<file path="config.mk">
export PLATFORM = sky130hd
export DESIGN_NAME = spi_reg_frame_decoder
export DESIGN_NICKNAME = d
export VERILOG_FILES = /design/src/rtl/spi_reg_frame_decoder_pkg.sv /design/src/rtl/spi_reg_frame_decoder_ssel_sync.sv /design/src/rtl/spi_reg_frame_decoder.sv
export SDC_FILE = /design/constraint.sdc
export NUM_CORES = 1
export LEC_CHECK = 0
export BUFFER_PORTS_ARGS = -buffer_cell sky130_fd_sc_hd__buf_2
export CELL_PAD_IN_SITES_DETAIL_PLACEMENT = 2
export CELL_PAD_IN_SITES_GLOBAL_PLACEMENT = 2
export CORE_MARGIN = 8
export CORE_UTILIZATION = 34
export DETAILED_ROUTE_END_ITERATION = 10
export PLACE_DENSITY_LB_ADDON = 0.1
export SKIP_LAST_GASP = 1
export SYNTH_ARGS = -nofsm -noshare
export SYNTH_HDL_FRONTEND = slang
export SYNTH_SLANG_ARGS = --single-unit
</file>
<file path="constraint.sdc">
create_clock -name clk -period 2.12 [get_ports clk]
set_clock_uncertainty 0.15 [all_clocks]
set_input_delay 0.106 -clock clk [delete_from_list [all_inputs] [get_ports clk]]
set_output_delay 0.106 -clock clk [all_outputs]
set_load 0.05 [all_outputs]
</file>
<file path="src/rtl/spi_reg_frame_decoder_pkg.sv">
// Shared definitions for the SPI register frame decoder: FSM state encodings
// and command byte layout.
package spi_reg_frame_decoder_pkg;

    typedef enum logic [1:0] {
        ST_IDLE    = 2'd0,
        ST_CMD     = 2'd1,
        ST_DATA_LO = 2'd2,
        ST_DATA_HI = 2'd3
    } state_t;

    localparam int CMD_WR_BIT = 7;

endpackage

</file>
<file path="src/rtl/spi_reg_frame_decoder_ssel_sync.sv">
// Chip-select synchronizer: two sync flops plus an edge-detect flop, producing
// frame start/stop pulses and an active level aligned with those pulses.
module ssel_sync (
    input  logic clk,
    input  logic rst,
    input  logic ssel_n,
    output logic active,
    output logic start,
    output logic stop
);
    logic       s1, s2, prev, armed;
    logic [1:0] init;

    // armed stays low until the chain has settled and shown ssel_n inactive,
    // so a frame already in progress across reset is never picked up mid-way.
    always_ff @(posedge clk) begin
        if (rst) begin
            s1    <= 1'b1;
            s2    <= 1'b1;
            prev  <= 1'b1;
            armed <= 1'b0;
            init  <= 2'b00;
        end else begin
            s1    <= ssel_n;
            s2    <= s1;
            prev  <= s2;
            init  <= {init[0], 1'b1};
            armed <= armed | (init[1] & s2);
        end
    end

    assign active = armed & ~prev;
    assign start  = armed & prev & ~s2;
    assign stop   = armed & ~prev & s2;

endmodule

</file>
<file path="src/rtl/spi_reg_frame_decoder.sv">
// Frame decoder: parses command byte + little-endian 16-bit words into register
// write strobes and read addresses, returning pre-write register contents.
module spi_reg_frame_decoder
    import spi_reg_frame_decoder_pkg::*;
#(
    parameter int ADDR_W = 4
) (
    input  logic              clk,
    input  logic              rst,
    input  logic              ssel_n,
    input  logic              byte_done,
    input  logic [7:0]        rx_byte,
    output logic [7:0]        tx_byte,
    input  logic [7:0]        status,
    output logic [ADDR_W-1:0] rd_addr,
    input  logic [15:0]       rd_data,
    output logic              wr_en,
    output logic [ADDR_W-1:0] wr_addr,
    output logic [15:0]       wr_data,
    output logic              frame_done,
    output logic              frame_err
);
    logic ss_active, ss_start, ss_stop, byte_ok;

    ssel_sync u_ssel_sync (
        .clk    (clk),
        .rst    (rst),
        .ssel_n (ssel_n),
        .active (ss_active),
        .start  (ss_start),
        .stop   (ss_stop)
    );

    // The active level lags the pin like the edge pulses do, so a byte landing
    // with the stop pulse is still processed before the frame closes.
    assign byte_ok = byte_done & ss_active;

    state_t            state, state_nxt;
    logic              wr_flag, wr_flag_nxt;
    logic [ADDR_W-1:0] addr_nxt;
    logic [7:0]        lo, lo_nxt;
    logic [15:0]       shadow, shadow_nxt;
    logic [7:0]        tx_nxt;
    logic              wr_en_nxt;
    logic [ADDR_W-1:0] wr_addr_nxt;
    logic [15:0]       wr_data_nxt;
    logic              done_nxt, err_nxt;
    // [0] rd_addr updated, [1] rd_data valid -> capture, [2] shadow -> tx_byte
    logic [2:0]        vld_pipe, pipe_nxt;

    always_ff @(posedge clk) begin
        if (rst) begin
            state      <= ST_IDLE;
            wr_flag    <= 1'b0;
            rd_addr    <= '0;
            lo         <= '0;
            shadow     <= '0;
            tx_byte    <= '0;
            wr_en      <= 1'b0;
            wr_addr    <= '0;
            wr_data    <= '0;
            frame_done <= 1'b0;
            frame_err  <= 1'b0;
            vld_pipe   <= '0;
        end else begin
            state      <= state_nxt;
            wr_flag    <= wr_flag_nxt;
            rd_addr    <= addr_nxt;
            lo         <= lo_nxt;
            shadow     <= shadow_nxt;
            tx_byte    <= tx_nxt;
            wr_en      <= wr_en_nxt;
            wr_addr    <= wr_addr_nxt;
            wr_data    <= wr_data_nxt;
            frame_done <= done_nxt;
            frame_err  <= err_nxt;
            vld_pipe   <= pipe_nxt;
        end
    end

    always_comb begin
        state_nxt   = state;
        wr_flag_nxt = wr_flag;
        addr_nxt    = rd_addr;
        lo_nxt      = lo;
        shadow_nxt  = shadow;
        tx_nxt      = tx_byte;
        wr_en_nxt   = 1'b0;
        wr_addr_nxt = wr_addr;
        wr_data_nxt = wr_data;
        done_nxt    = 1'b0;
        err_nxt     = 1'b0;
        pipe_nxt    = {vld_pipe[1:0], 1'b0};

        if (vld_pipe[1]) shadow_nxt = rd_data;
        if (vld_pipe[2]) tx_nxt = shadow[7:0];

        case (state)
            ST_IDLE: begin
                tx_nxt = status;
                if (ss_start) state_nxt = ST_CMD;
            end
            ST_CMD: begin
                if (byte_ok) begin
                    wr_flag_nxt = rx_byte[CMD_WR_BIT];
                    addr_nxt    = rx_byte[ADDR_W-1:0];
                    state_nxt   = ST_DATA_LO;
                    pipe_nxt[0] = 1'b1;
                end
            end
            ST_DATA_LO: begin
                if (byte_ok) begin
                    lo_nxt    = rx_byte;
                    tx_nxt    = shadow[15:8];
                    state_nxt = ST_DATA_HI;
                end
            end
            ST_DATA_HI: begin
                if (byte_ok) begin
                    wr_en_nxt = wr_flag;
                    if (wr_flag) begin
                        wr_addr_nxt = rd_addr;
                        wr_data_nxt = {rx_byte, lo};
                    end
                    addr_nxt    = rd_addr + ADDR_W'(1);
                    state_nxt   = ST_DATA_LO;
                    pipe_nxt[0] = 1'b1;
                end
            end
            default: state_nxt = ST_IDLE;
        endcase

        // Judge the frame on the post-byte state so a coincident final byte counts.
        if (state != ST_IDLE && ss_stop) begin
            done_nxt  = (state_nxt != ST_DATA_HI);
            err_nxt   = (state_nxt == ST_DATA_HI);
            state_nxt = ST_IDLE;
            pipe_nxt  = '0;
        end
    end

endmodule

</file>
==> results of run 1 <==
-- flip-flops by register name (all words and copies together) (netlist names) --
register and count:
u_ssel_sync.prev 1, wr_flag 1, wr_en 1, rd_addr 4
vld_pipe 3, tx_byte 8, u_ssel_sync.s1 1, lo 8
wr_data 16, u_ssel_sync.init 2, wr_addr 4, frame_err 1
u_ssel_sync.s2 1, shadow 16, u_ssel_sync.armed 1, frame_done 1
state 2
-- report_power, final --
part | internal (mW) | total (mW) | leakage (nW) | switching (mW)
clock network | 0.476 | 0.970 | 0.0854 | 0.495
registers | 1.35 | 1.37 | 0.575 | 0.0175
logic | 0.113 | 0.257 | 0.826 | 0.144
total | 1.94 | 2.60 | 1.49 | 0.656
-- synth_stat cells --
master / n
dfxtp_1: 71
nand3_1: 41
a21oi_1: 39
o21ai_0: 31
nor2_1: 20
mux2i_1: 16
clkbuf_1: 13
buf_2: 9
mux2_2: 9
a32oi_1: 8
nand2_1: 6
buf_6: 4
inv_1: 4
or2_2: 4
and2_1: 3
nand3b_1: 3
nor2b_1: 3
a21boi_0: 2
a31oi_1: 2
and4b_1: 2
buf_4: 2
nor3_1: 2
o21a_1: 2
xnor2_1: 2
a211oi_2: 1
a22oi_1: 1
a311oi_1: 1
and2_4: 1
and3b_1: 1
clkbuf_2: 1
ha_1: 1
nand2b_1: 1
nand4b_1: 1
nand4b_4: 1
nand4bb_1: 1
nor3b_1: 1
nor4_1: 1
o32ai_1: 1
or3_1: 1
-- layer usage --
metal  share of wire  vias up  global-route usage
met4           0.017        0              0.0733
li1                -     1307                   -
met3           0.036       14              0.0410
met2            0.48       47               0.284
met1            0.47     1327               0.227
met5               0        -                   0
-- cell families after synthesis --
group	synth area share
mux	0.0904
xor+xnor	0.00606
fa+ha+maj	0.00432
compound gates	0.173
buf+inv	0.0601
flops	0.491
simple gates	0.175
-- critical path, cell delays in order, from the launching register on --
cell and delay (ns):
dfxtp_1 0.47, buf_4 0.25, nand4b_4 0.16, or3_1 0.39, a31oi_1 0.17
-- per-stage QoR --
stage	hold slack [ns]	setup WS, ns	instance area [um^2]	utilization	std cells
2_1_floorplan	0.0538	0.628	2890	-	313
3_3_place_gp	0.141	0.544	3300	0.401	470
3_5_place_dp	0.146	0.482	3300	0.401	470
4_1_cts	0.0750	0.434	3810	0.464	519
5_1_grt	0.110	0.300	3810	0.464	519
6_report	0.0870	0.448	3810	0.464	519
-- worst paths after layout --
path / endpoint / cells past startpoint / start
hold / removal: rd_addr[2] / 3 / byte_done
setup reg to reg: rd_addr[0] / 4 / state[0]
hold reg to reg: u_ssel_sync.s2 / 1 / u_ssel_sync.s1
setup / recovery: rd_addr[0] / 4 / state[0]
-- area by class of cell --
type                    count  area share
flip-flops and latches     71       0.373
multi-input cells         209       0.340
repair buffers            116       0.205
clock buffers              13      0.0417
well taps                 105      0.0345
inverters                   4     0.00394
clock inverters             1     0.00131
==> impl_metrics.tcl, run 1 <==
set metrics [dict create \
    cts_tree "yes" \
    drt_iter0_drc 92 \
    root_buffer "clkbuf_8" \
    hold_buffers 35 \
    worstPathRequired_ns 2.24 \
    setup_viol 0 \
    vdd_drop_max_uv 349 \
    postRouteAntennaNets 0 \
    initial_core_util 0.352 \
    die_y_um 108 \
    antenna_found_initial 0 \
    leakage_nw 1.49 \
    area_growth_syn_to_layout_pct 31.8 \
    end_kind "register" \
    die_area_um2 11700 \
    final_common_cell "dfxtp_1" \
    rsz0062_at_grt "false" \
    timing_hold_violations_final 0 \
    cp.arrival_ns 1.79 \
    wire_per_inst_um 18.9 \
    fin_nets 448 \
    syn_area_per_cell_um2 9.24 \
    synth_area_leaders "dfxtp_1, nand3_1, a21oi_1" \
    grt.total_usage 0.178 \
    numCtsBuffers 9 \
    vias 2695 \
    critPathKind "reg -> reg" \
    seqCellArea_um2 1420 \
    slew_headroom 0.638 \
    row_count 33 \
    cts_num_sinks 71 \
    fin_tns_setup_ns 0 \
    core_um2 8220 \
    wl_um 9800 \
    finalCritPeriodShare 0.789 \
    netlist_instances 313 \
    fillCellCount 954 \
    synth_top_area_frac 0.491 \
    diodes 0 \
    final_cell_mix "dfxtp_1, buf_2, nand3_1" \
    place_congestion 0.750 \
    worstHoldPathType "in -> reg" \
    first_pass_iters 4 \
    ff2ff_setup_slack_ns 0.45 \
    syn_area_um2 2890 \
    period_needed_ns 1.67 \
    clk_pin_slew_ns 0.08 \
    cts_buffer_depth 2 \
    grt_pass1_vias 3014 \
    max-cap-violations 0 \
    clock_latency_ns 0.35 \
    yosysUniqueCellTypes 39 \
    startpoint_type "register" \
    grt_max_degree 41 \
    yosys.area.top_type "dfxtp_1" \
    cts_resized 0 \
    io_pins 71 \
    ys_seq_area_frac 0.491 \
    dp_hpwl_um 6450 \
    drc 0 \
    timing.fmax_mhz 598 \
    die-width_um 108 \
    drv_slew 0 \
    worstPathMaxFanout 9 \
    worst_slew_pin_slew_ns 0.541 \
    yosys_warnings 0 \
    power.total_mw 2.60 \
    h-tree-depth 3 \
    multi_input_area_um2 1300 \
    synth-seq-cells 71 \
    io_buffers 70 \
    run_status "finished clean" \
    syn_nets 350 \
    viasPerCell 5.19 \
    layout-drive-gt1-share 0.263 \
    grt_pass1_wl_um 16300 \
    grt_overflow_total 0 \
    cts_setup_buffers 0 \
    powerDensity_nw_per_um2 681 \
]
(Power assumes the default switching activity.)
==> run 2, diff against run 1 <==
- CORE_UTILIZATION: 34 -> 28
- clock period: 2.12 -> 1.5 ns (I/O delays scaled with it)
==> impl_metrics.tcl, run 2 (synthesized netlist as in run 1, its figures left out) <==
set metrics [dict create \
    crit_path_max_incr_delay_ns 0.38 \
    final_common_cell "buf_2" \
    grt_pass1_vias 3194 \
    layout-drive-gt1-share 0.329 \
    drc 0 \
    worstPathMaxFanout 5 \
    root_buffer "clkbuf_8" \
    vdd_drop_max_uv 392 \
    cts_num_sinks 71 \
    max-cap-violations 0 \
    leakage_nw 1.63 \
    io_buffers 70 \
    timing.fmax_mhz 673 \
    timing_hold_violations_final 0 \
    post-place-ws_ns 0.0228 \
    wl_um 10400 \
    place_congestion 0.753 \
    viasPerCell 4.90 \
    drt_iter0_drc 96 \
    sw_frac_of_total 0.254 \
    die_y_um 118 \
    area_growth_syn_to_layout_pct 44.5 \
    dp_hpwl_um 6710 \
    core_um2 10200 \
    ff2ff_setup_slack_ns 0.01 \
    antenna_found_initial 0 \
    vias 2782 \
    setup_viol 0 \
    die_area_um2 13800 \
    p_clk_frac 0.404 \
    internal_power_mw 2.91 \
    cp.arrival_ns 1.61 \
    io_pins 71 \
    slew_headroom 0.764 \
    end_kind "register" \
    fin_nets 464 \
    final_cell_mix "buf_2, dfxtp_1, nand3_1" \
    startpoint_type "register" \
    finalCritPeriodShare 0.990 \
    worst_slew_pin_slew_ns 0.352 \
    diodes 0 \
    stdcell_count 568 \
    first_pass_iters 4 \
    run_status "finished clean" \
    slowest_stage "and4b_2" \
    path_cells "buf_6 > and4b_2 > clkbuf_16 > nand3_1 > a21oi_1" \
    h-tree-depth 3 \
    die-width_um 118 \
    wire_per_inst_um 18.3 \
    grt.total_usage 0.149 \
    powerDensity_nw_per_um2 932 \
    seqPwrFrac 0.495 \
    cts_tree "yes" \
    initial_core_util 0.284 \
    cts_buffer_depth 2 \
    worst_slack_ns 0.0143 \
    period_needed_ns 1.49 \
    grt_pass1_wl_um 16800 \
    largest_registers "shadow: 16 flops, wr_data: 16 flops" \
    critPathKind "reg -> reg" \
    clk_pin_slew_ns 0.08 \
    grt_overflow_total 0 \
    row_count 37 \
    postRouteAntennaNets 0 \
    numCtsBuffers 9 \
    comb_power_share 0.101 \
    worstPathRequired_ns 1.63 \
    drv_slew 0 \
    switching_power_mw 0.991 \
    rsz0062_at_grt "true" \
    worstHoldPathType "in -> reg" \
    dp.cells 512 \
    clock_latency_ns 0.34 \
    grt_max_degree 24 \
]
==> run 2: cell count changes in the layout (fill, tap and decap cells not counted), moves of 3 or more <==
cell | before | now
a32oi_2 | 0 | 3
buf_12 | 0 | 5
a32oi_1 | 8 | 5
clkbuf_16 | 0 | 3
buf_4 | 11 | 18
==> run 2: metrics by stage <==
step	util	total power [mW]	TNS [ns]	cell area [um^2]	hold WS, ns
after floorplan	-	2.15	0	2890	0.0228
after global placement	0.342	2.28	0	3480	0.107
after detailed placement	0.342	2.28	0	3480	0.116
after CTS	0.396	3.94	0	4030	0.00709
after global routing	0.410	4.08	-0.395	4180	0.0403
final	0.410	3.90	0	4180	0.0288
==> run 2: repair_timing <==
| item | 4_1_cts | 5_1_grt |
|---|---|---|
| gates resized for setup | 0 | 15 |
| setup buffers | 0 | 2 |
| hold buffers | 35 | 0 |
| hold endpoints to repair | 51 | 0 |
| endpoints found under the setup margin | 0 | 20 |
==> run 2: worst paths after layout <==
path | from | cells after the start | to
max | u_ssel_sync.prev | 5 | wr_addr[0]
min reg2reg | u_ssel_sync.s1 | 1 | u_ssel_sync.s2
max reg2reg | u_ssel_sync.prev | 5 | wr_addr[0]
min | byte_done | 3 | frame_err
==> run 2: routing by layer <==
metal | routed length, um | up-vias | GRT usage
li1 | - | 1348 | -
met1 | 4990 | 1376 | 0.183
met2 | 4960 | 46 | 0.252
met3 | 266 | 12 | 0.0269
met4 | 162 | 0 | 0.0641
met5 | 0 | - | 0
==> run 2: power groups by stage <==
stage | sequential [mW] | clock [mW] | combinational, mW
after floorplan | 2.03 | 0 | 0.121
after global placement | 1.97 | 0 | 0.311
after detailed placement | 1.97 | 0 | 0.312
after CTS | 1.93 | 1.63 | 0.385
after global routing | 1.93 | 1.72 | 0.425
final | 1.93 | 1.57 | 0.394
==> run 2: cell type report <==
class / instances / area (um^2)
tap: 136 / 170
inverter: 4 / 15.0
clock buffer: 11 / 141
fill: 1137 / 6000
sequential: 71 / 1420
multi-input combinational: 209 / 1350
clock inverter: 5 / 57.6
timing repair buffer: 132 / 1020
==> run 2: worst max-delay path: cells and delay by family, from the launching register on <==
family	cells	cell delay, ns
simple gates	2	0.46
flops	1	0.35
buf+inv	2	0.31
compound gates	1	0.15
